[src/rtl/fifo_wr_arb.sv]
// Round-robin arbiter sharing one fifo_xb enqueue/din port among NREQ requesters.
// A grant lasts up to BURST words; handoff always passes through one IDLE cycle.
module fifo_wr_arb #(
  parameter int NREQ  = 4,
  parameter int WIDTH = 8,
  parameter int BURST = 4
) (
  input  logic                    clk,
  input  logic                    rst,
  input  logic [NREQ-1:0]         req_valid,
  input  logic [NREQ*WIDTH-1:0]   req_data,
  output logic [NREQ-1:0]         req_ready,
  output logic                    enqueue,
  output logic [WIDTH-1:0]        din,
  input  logic                    full,
  output logic [$clog2(NREQ)-1:0] owner,
  output logic                    busy
);

  localparam int IW = $clog2(NREQ);
  localparam int CW = $clog2(BURST + 1);
  localparam logic [IW:0]   NREQ_W   = (IW + 1)'(NREQ);
  localparam logic [CW-1:0] LAST_CNT = CW'(BURST - 1);

  typedef enum logic {
    IDLE,
    OWN
  } state_t;

  state_t          state_q, state_d;
  logic [IW-1:0]   ptr_q, ptr_d;
  logic [IW-1:0]   owner_q, owner_d;
  logic [CW-1:0]   cnt_q, cnt_d;

  logic [WIDTH-1:0] lane [NREQ];
  logic [NREQ-1:0]  rot_valid;
  logic [IW:0]      win_off;
  logic [IW:0]      win_sum;
  logic [IW-1:0]    winner;
  logic [IW:0]      own_sum;
  logic [IW-1:0]    owner_inc;
  logic             own_valid;

  generate
    for (genvar gi = 0; gi < NREQ; gi++) begin : g_lane
      assign lane[gi] = req_data[gi*WIDTH +: WIDTH];
    end
  endgenerate

  // Rotate so that bit 0 corresponds to ptr; the lowest set bit is the winner's offset.
  assign rot_valid = (req_valid >> ptr_q) | (req_valid << (NREQ_W - {1'b0, ptr_q}));

  always_comb begin
    win_off = '0;
    for (int k = NREQ - 1; k >= 0; k--) begin
      if (rot_valid[k]) begin
        win_off = (IW + 1)'(k);
      end
    end
  end

  always_comb begin
    win_sum = {1'b0, ptr_q} + win_off;
    if (win_sum >= NREQ_W) begin
      win_sum = win_sum - NREQ_W;
    end
    winner = win_sum[IW-1:0];
  end

  always_comb begin
    own_sum = {1'b0, owner_q} + (IW + 1)'(1);
    if (own_sum >= NREQ_W) begin
      own_sum = '0;
    end
    owner_inc = own_sum[IW-1:0];
  end

  assign own_valid = req_valid[owner_q];

  always_comb begin
    state_d   = state_q;
    ptr_d     = ptr_q;
    owner_d   = owner_q;
    cnt_d     = cnt_q;
    req_ready = '0;
    enqueue   = 1'b0;
    din       = '0;
    case (state_q)
      IDLE: begin
        if (|req_valid) begin
          owner_d = winner;
          cnt_d   = '0;
          state_d = OWN;
        end
      end
      OWN: begin
        req_ready = full ? '0 : (NREQ'(1) << owner_q);
        enqueue   = own_valid & ~full;
        din       = lane[owner_q];
        // A dropped valid or the last word of the burst both hand priority to owner+1.
        if (!own_valid || (enqueue && (cnt_q == LAST_CNT))) begin
          state_d = IDLE;
          ptr_d   = owner_inc;
          cnt_d   = '0;
        end else if (enqueue) begin
          cnt_d = cnt_q + CW'(1);
        end
      end
      default: begin
        state_d = IDLE;
      end
    endcase
  end

  always_ff @(posedge clk) begin
    if (rst) begin
      state_q <= IDLE;
      ptr_q   <= '0;
      owner_q <= '0;
      cnt_q   <= '0;
    end else begin
      state_q <= state_d;
      ptr_q   <= ptr_d;
      owner_q <= owner_d;
      cnt_q   <= cnt_d;
    end
  end

  assign owner = owner_q;
  assign busy  = (state_q == OWN);

endmodule

[config.mk]
export PLATFORM = sky130hd
export DESIGN_NAME = fifo_wr_arb
export DESIGN_NICKNAME = d
export VERILOG_FILES = /design/src/rtl/fifo_wr_arb.sv
export SDC_FILE = /design/constraint.sdc
export NUM_CORES = 1
export LEC_CHECK = 0
export BUFFER_PORTS_ARGS = -buffer_cell sky130_fd_sc_hd__buf_2
export CAP_MARGIN = 20
export CORE_MARGIN = 4
export CORE_UTILIZATION = 49
export CTS_BUF_LIST = sky130_fd_sc_hd__clkbuf_8
export DETAILED_ROUTE_END_ITERATION = 12
export GPL_TIMING_DRIVEN = 0
export PLACE_DENSITY = 0.92
export SYNTH_ARGS = -nofsm -noshare
export SYNTH_HDL_FRONTEND = slang
export SYNTH_SLANG_ARGS = --single-unit
[constraint.sdc]
create_clock -name clk -period 8.8 [get_ports clk]
set_clock_uncertainty 0.15 [all_clocks]
set_input_delay 1.76 -clock clk [delete_from_list [all_inputs] [get_ports clk]]
set_output_delay 1.76 -clock clk [all_outputs]
set_load 0.01 [all_outputs]
-- Word level (Yosys, flattened, before mapping)
Index checks and enable logic that the tools add are counted.
- output and inout bits: 16
- input port bits: 39
- bits in registers: 8
- mux-type cells: 22
- $add $sub $neg: 5
- reductions and logical operators: 7
- equality and inequality tests: 3
- shifts and indexed selects: 3
- $lt $le $gt $ge: 4
- bitwise gates (word level): 5
- operators by type and width (operator ; number):
    two-way mux 8 bit ; 3
    binary-select mux 8 bit (select 2 bit) ; 1
    two-way mux 3 bit ; 5
    >= comparator 3 bit, second input constant ; 3
    two-way mux 2 bit ; 4
    two-way mux 4 bit ; 2
    one-hot mux 3 bit (2 select lines) ; 1
    AND reduction 2 bit ; 3
    two-way mux 1 bit ; 4
    bitwise OR 4 bit ; 1
    OR reduction 4 bit ; 1
    << shifter 1 x 2 -> 4 bit, first input constant ; 1
    << shifter 4 x 3 -> 4 bit ; 1
    right shift 4 x 2 -> 4 bit ; 1
    adder 2 x 1 -> 3 bit, second input constant ; 1
    adder 2 x 3 -> 3 bit ; 1
    adder 3 x 1 -> 3 bit, second input constant ; 1
    equality test 3 x 2 -> 1 bit, second input constant ; 1
    < comparator 2 x 3 -> 1 bit, second input constant ; 1
    inequality test 3 x 1 -> 1 bit, second input constant ; 1
    NOT 2 -> 3 bit ; 1
    subtractor 3 x 2 -> 3 bit, first input constant ; 1
    binary-select mux 1 bit (select 2 bit) ; 1
    inequality test 2 bit, second input constant ; 1
    7 further kinds ; 8

-- Longest topological paths before layout
- word-level depth: 10
- depth in mapped cells: 14
- mapped depth without buffers: 13

-- Worst setup path before layout
OpenSTA, ideal clock, no wires.
- path type: input port to output port
- start point: input req_valid[3]
- end point: output enqueue
- data required time: 6890 ps
- arrival: 2422 ps
- setup slack: 4468 ps
- buffers on the path: 0
- stages on the path: 3
- cell sequence: mux4_2 > nand2_1 > inv_1
- cells in the longest elaborated chain, start to end: 4
- ends and longest elaborated chain (element ; line ; source):
    start, declared ; 10 ; input logic [NREQ-1:0] req_valid,
    binary-select mux 1 bit (select 2 bit) ; 78 ; assign own_valid = req_valid[owner_q];
    two-way mux 1 bit (implied by the code) ; 78 ;
    bitwise AND 1 bit ; 98 ; enqueue = own_valid & ~full;
    two-way mux 1 bit ; 88 ; case (state_q)
    end, declared ; 13 ; output logic enqueue,
No other way between the ends. The select of a mux whose other input is x is not followed.

-- Worst setup path in the final report
Ends and elaborated chain as after synthesis.

==> impl_metrics.ini <==
[drt]
routedWlPerCell_um = 14.59
vias = 1038
ant_nets = 0
drc = 0
drtIter0Drc = 16
wl_um = 2757
first_pass_iters = 4
viasPerCell = 5.492

[global_route]
grt-ovfl-total = 0
grt_pass1_wl_um = 4381
grt_max_degree = 11
grt_pass1_vias = 1043
grt_use_total_pct = 21.11
antenna_found_initial = 0

[setup_path]
crit_cells = 5
reg2reg_to = owner[1]$_SDFFE_PP0P_
cp_slowest_stage_delay_ps = 540
slowest_stage = mux4_2
crit_family = multiplexers
crit_buf_inv = 3
r2r_cells = 13
startpoint = req_valid[3]
critPathRequiredTime_ps = 6890
reg2reg_from = ptr_q[0]$_SDFFE_PP0P_
cp.arrival_ps = 2720
path_cells = buf_2 -> mux4_2 -> nand2_1 -> inv_1 -> buf_2
endpoint = enqueue
rrSetupSlack_ps = 5620
crit_fanout = 6
cp-start-kind = primary input
critical_path_class = in -> out
end_kind = output port
worst_path_most_repeated_cell = buf_2

[layout]
fin_nets = 213
diodes = 0
fin_area_um2 = 1306
drive_gt1_share_pct = 45.73
fill_cells = 142
syn_to_final_growth_pct = 34.88

[min_path]
hold_path_class = reg -> reg

[clock_network]
cts_made_buffers = 3
cts-root-buf = clkbuf_8
clkTransAtPathRegs_ps = 40
cts_tree = built
cts_buffer_depth = 2
clock_sinks = 8
cts_resized = 0
ctsHtreeMaxLevel = 1
clock_latency_ps = 230
cts_hold_repair.buffers = 0
postCtsSetupRepairBufs = 0

[die]
rows = 15
die_x_um = 52.46
die_h_um = 52.46
ios = 55
dieArea_um2 = 2752
core_area_um2 = 1802
start_util_pct = 53.75

[timing]
maxSlewViolCount = 0
setup_viol = 0
hold_violations = 0
finalCriticalPeriod_ps = 4634
rsz0062_at_grt = false
fin_crit_sh_pct = 52.65
tns_ps = 0
slew_headroom_pct = 65.11
fmax_ghz = 0.2158
fin_ws_ps = 4166
worst_slew_pin_slew_ps = 518.5

[flow_run]
maxCapViolCount = 0

[yosys]
synth_fp_nets = 155
syn-cell-area_um2 = 968.4
ys_ff_latch = 8
synth_edf_count = 0
synth_cells = 108
yosysUniqueCellTypes = 33
ys_warn_count = 0
async_flop_share_pct = 0
synth_ff_type = dfxtp_1
avgSynthCellArea_um2 = 8.967
synth_seq_area_share_pct = 16.54

[power_and_ir_drop]
cellLeakagePower_nw = 0.6187
powerDensity_nw_per_um2 = 139.9
ir_drop_mv = 0.09349
p_total_uw = 182.7

[placed_design]
pre_cts_slack_ps = 4176
dpl-instance-area_um2 = 1265
hpwl_um = 2324
gp_congestion = 0.7784
portBuffers = 53

[run_status]
status = completed
==> tightest hold or removal path: stages, from the launching register on <==
cell and delay [ps]:
dfxtp_1 300, nand2_1 50, o21ai_1 60
==> report_power, final <==
part,internal (mW),switching (mW)
sequential,0.0398,0.00427
clock,0.0297,0.0151
combinational,0.0471,0.0467
==> how the worst min path moves through the flow <==
stage	startpoint	end	slack, ps	depth (start not counted)
after floorplan	cnt_q[2]$_SDFFE_PP0P_	cnt_q[2]$_SDFFE_PP0P_	280	2
after global placement	cnt_q[2]$_SDFFE_PP0P_	cnt_q[2]$_SDFFE_PP0P_	280	2
after detailed placement	cnt_q[2]$_SDFFE_PP0P_	cnt_q[2]$_SDFFE_PP0P_	310	2
after CTS	cnt_q[2]$_SDFFE_PP0P_	cnt_q[2]$_SDFFE_PP0P_	320	2
after global routing	cnt_q[2]$_SDFFE_PP0P_	cnt_q[2]$_SDFFE_PP0P_	340	2
final	cnt_q[2]$_SDFFE_PP0P_	cnt_q[2]$_SDFFE_PP0P_	310	2
==> flip-flops by register name (all words and copies together), names as in the netlist <==
signal and flops:
busy 1, cnt_q 3, ptr_q 2, owner 2
==> cells in the final DEF, fill, tap and decap left out, drive strengths merged, types with 2 or more instances in the layout <==
master / synthesis / routed
a211oi: 3 / 3
a21oi: 5 / 5
and2: 12 / 12
buf: 4 / 57
clkbuf: 2 / 5
dfxtp: 8 / 8
ha: 8 / 8
inv: 8 / 8
mux2i: 5 / 5
mux4: 9 / 9
nand2: 7 / 7
nor2: 12 / 12
nor2b: 2 / 2
nor4: 2 / 2
o21ai: 7 / 7
==> kinds of logic (layout without fill, tap and decap cells) <==
family | after synthesis | in the layout | synth area share [%]
adders and majority gates | 8 | 8 | 10.34
and+or+nand+nor | 39 | 39 | 21.06
xor gates and xnor gates | 1 | 1 | 0.9046
buffers and inverters | 14 | 70 | 6.202
AOI/OAI and AO/OA | 24 | 24 | 18.86
DFF | 8 | 8 | 16.54
muxes | 14 | 14 | 26.10
==> layout make-up <==
type,count,area [um2],share of cell area [%]
Buffer,6,30.03,2.299
Clock buffer,3,41.29,3.161
Inverter,8,30.03,2.299
Multi-Input combinational cell,86,748.2,57.28
Sequential cell,8,160.2,12.26
Tap cell,25,31.28,2.395
Timing Repair Buffer,53,265.3,20.31
==> routing by layer <==
metal	share of wire (%)	global-route usage, %
met5	0	0
met2	50	40.08
met3	11	5.698
met1	37	22.65
met4	0.94	5.106
==> Yosys cell counts, types with 3 or more instances <==
cell type	number	area share, %
ha_1	8	10
nor2_1	12	4.7
a21oi_1	5	2.6
mux2i_1	5	5.2
nand2_1	7	2.7
and2_1	12	7.8
inv_1	8	3.1
o21ai_0	4	2.1
dfxtp_1	8	17
buf_2	3	1.5
mux4_2	9	21
==> stage by stage <==
step	cells	hold WS, ps	utilization, %
after floorplan	108	275.4	-
after global placement	186	283.3	70.21
after detailed placement	186	312.6	70.21
after CTS	189	316.6	72.50
after global routing	189	340.7	72.50
final	189	309.1	72.50
Note: power is estimated with default switching activity, not from simulation.
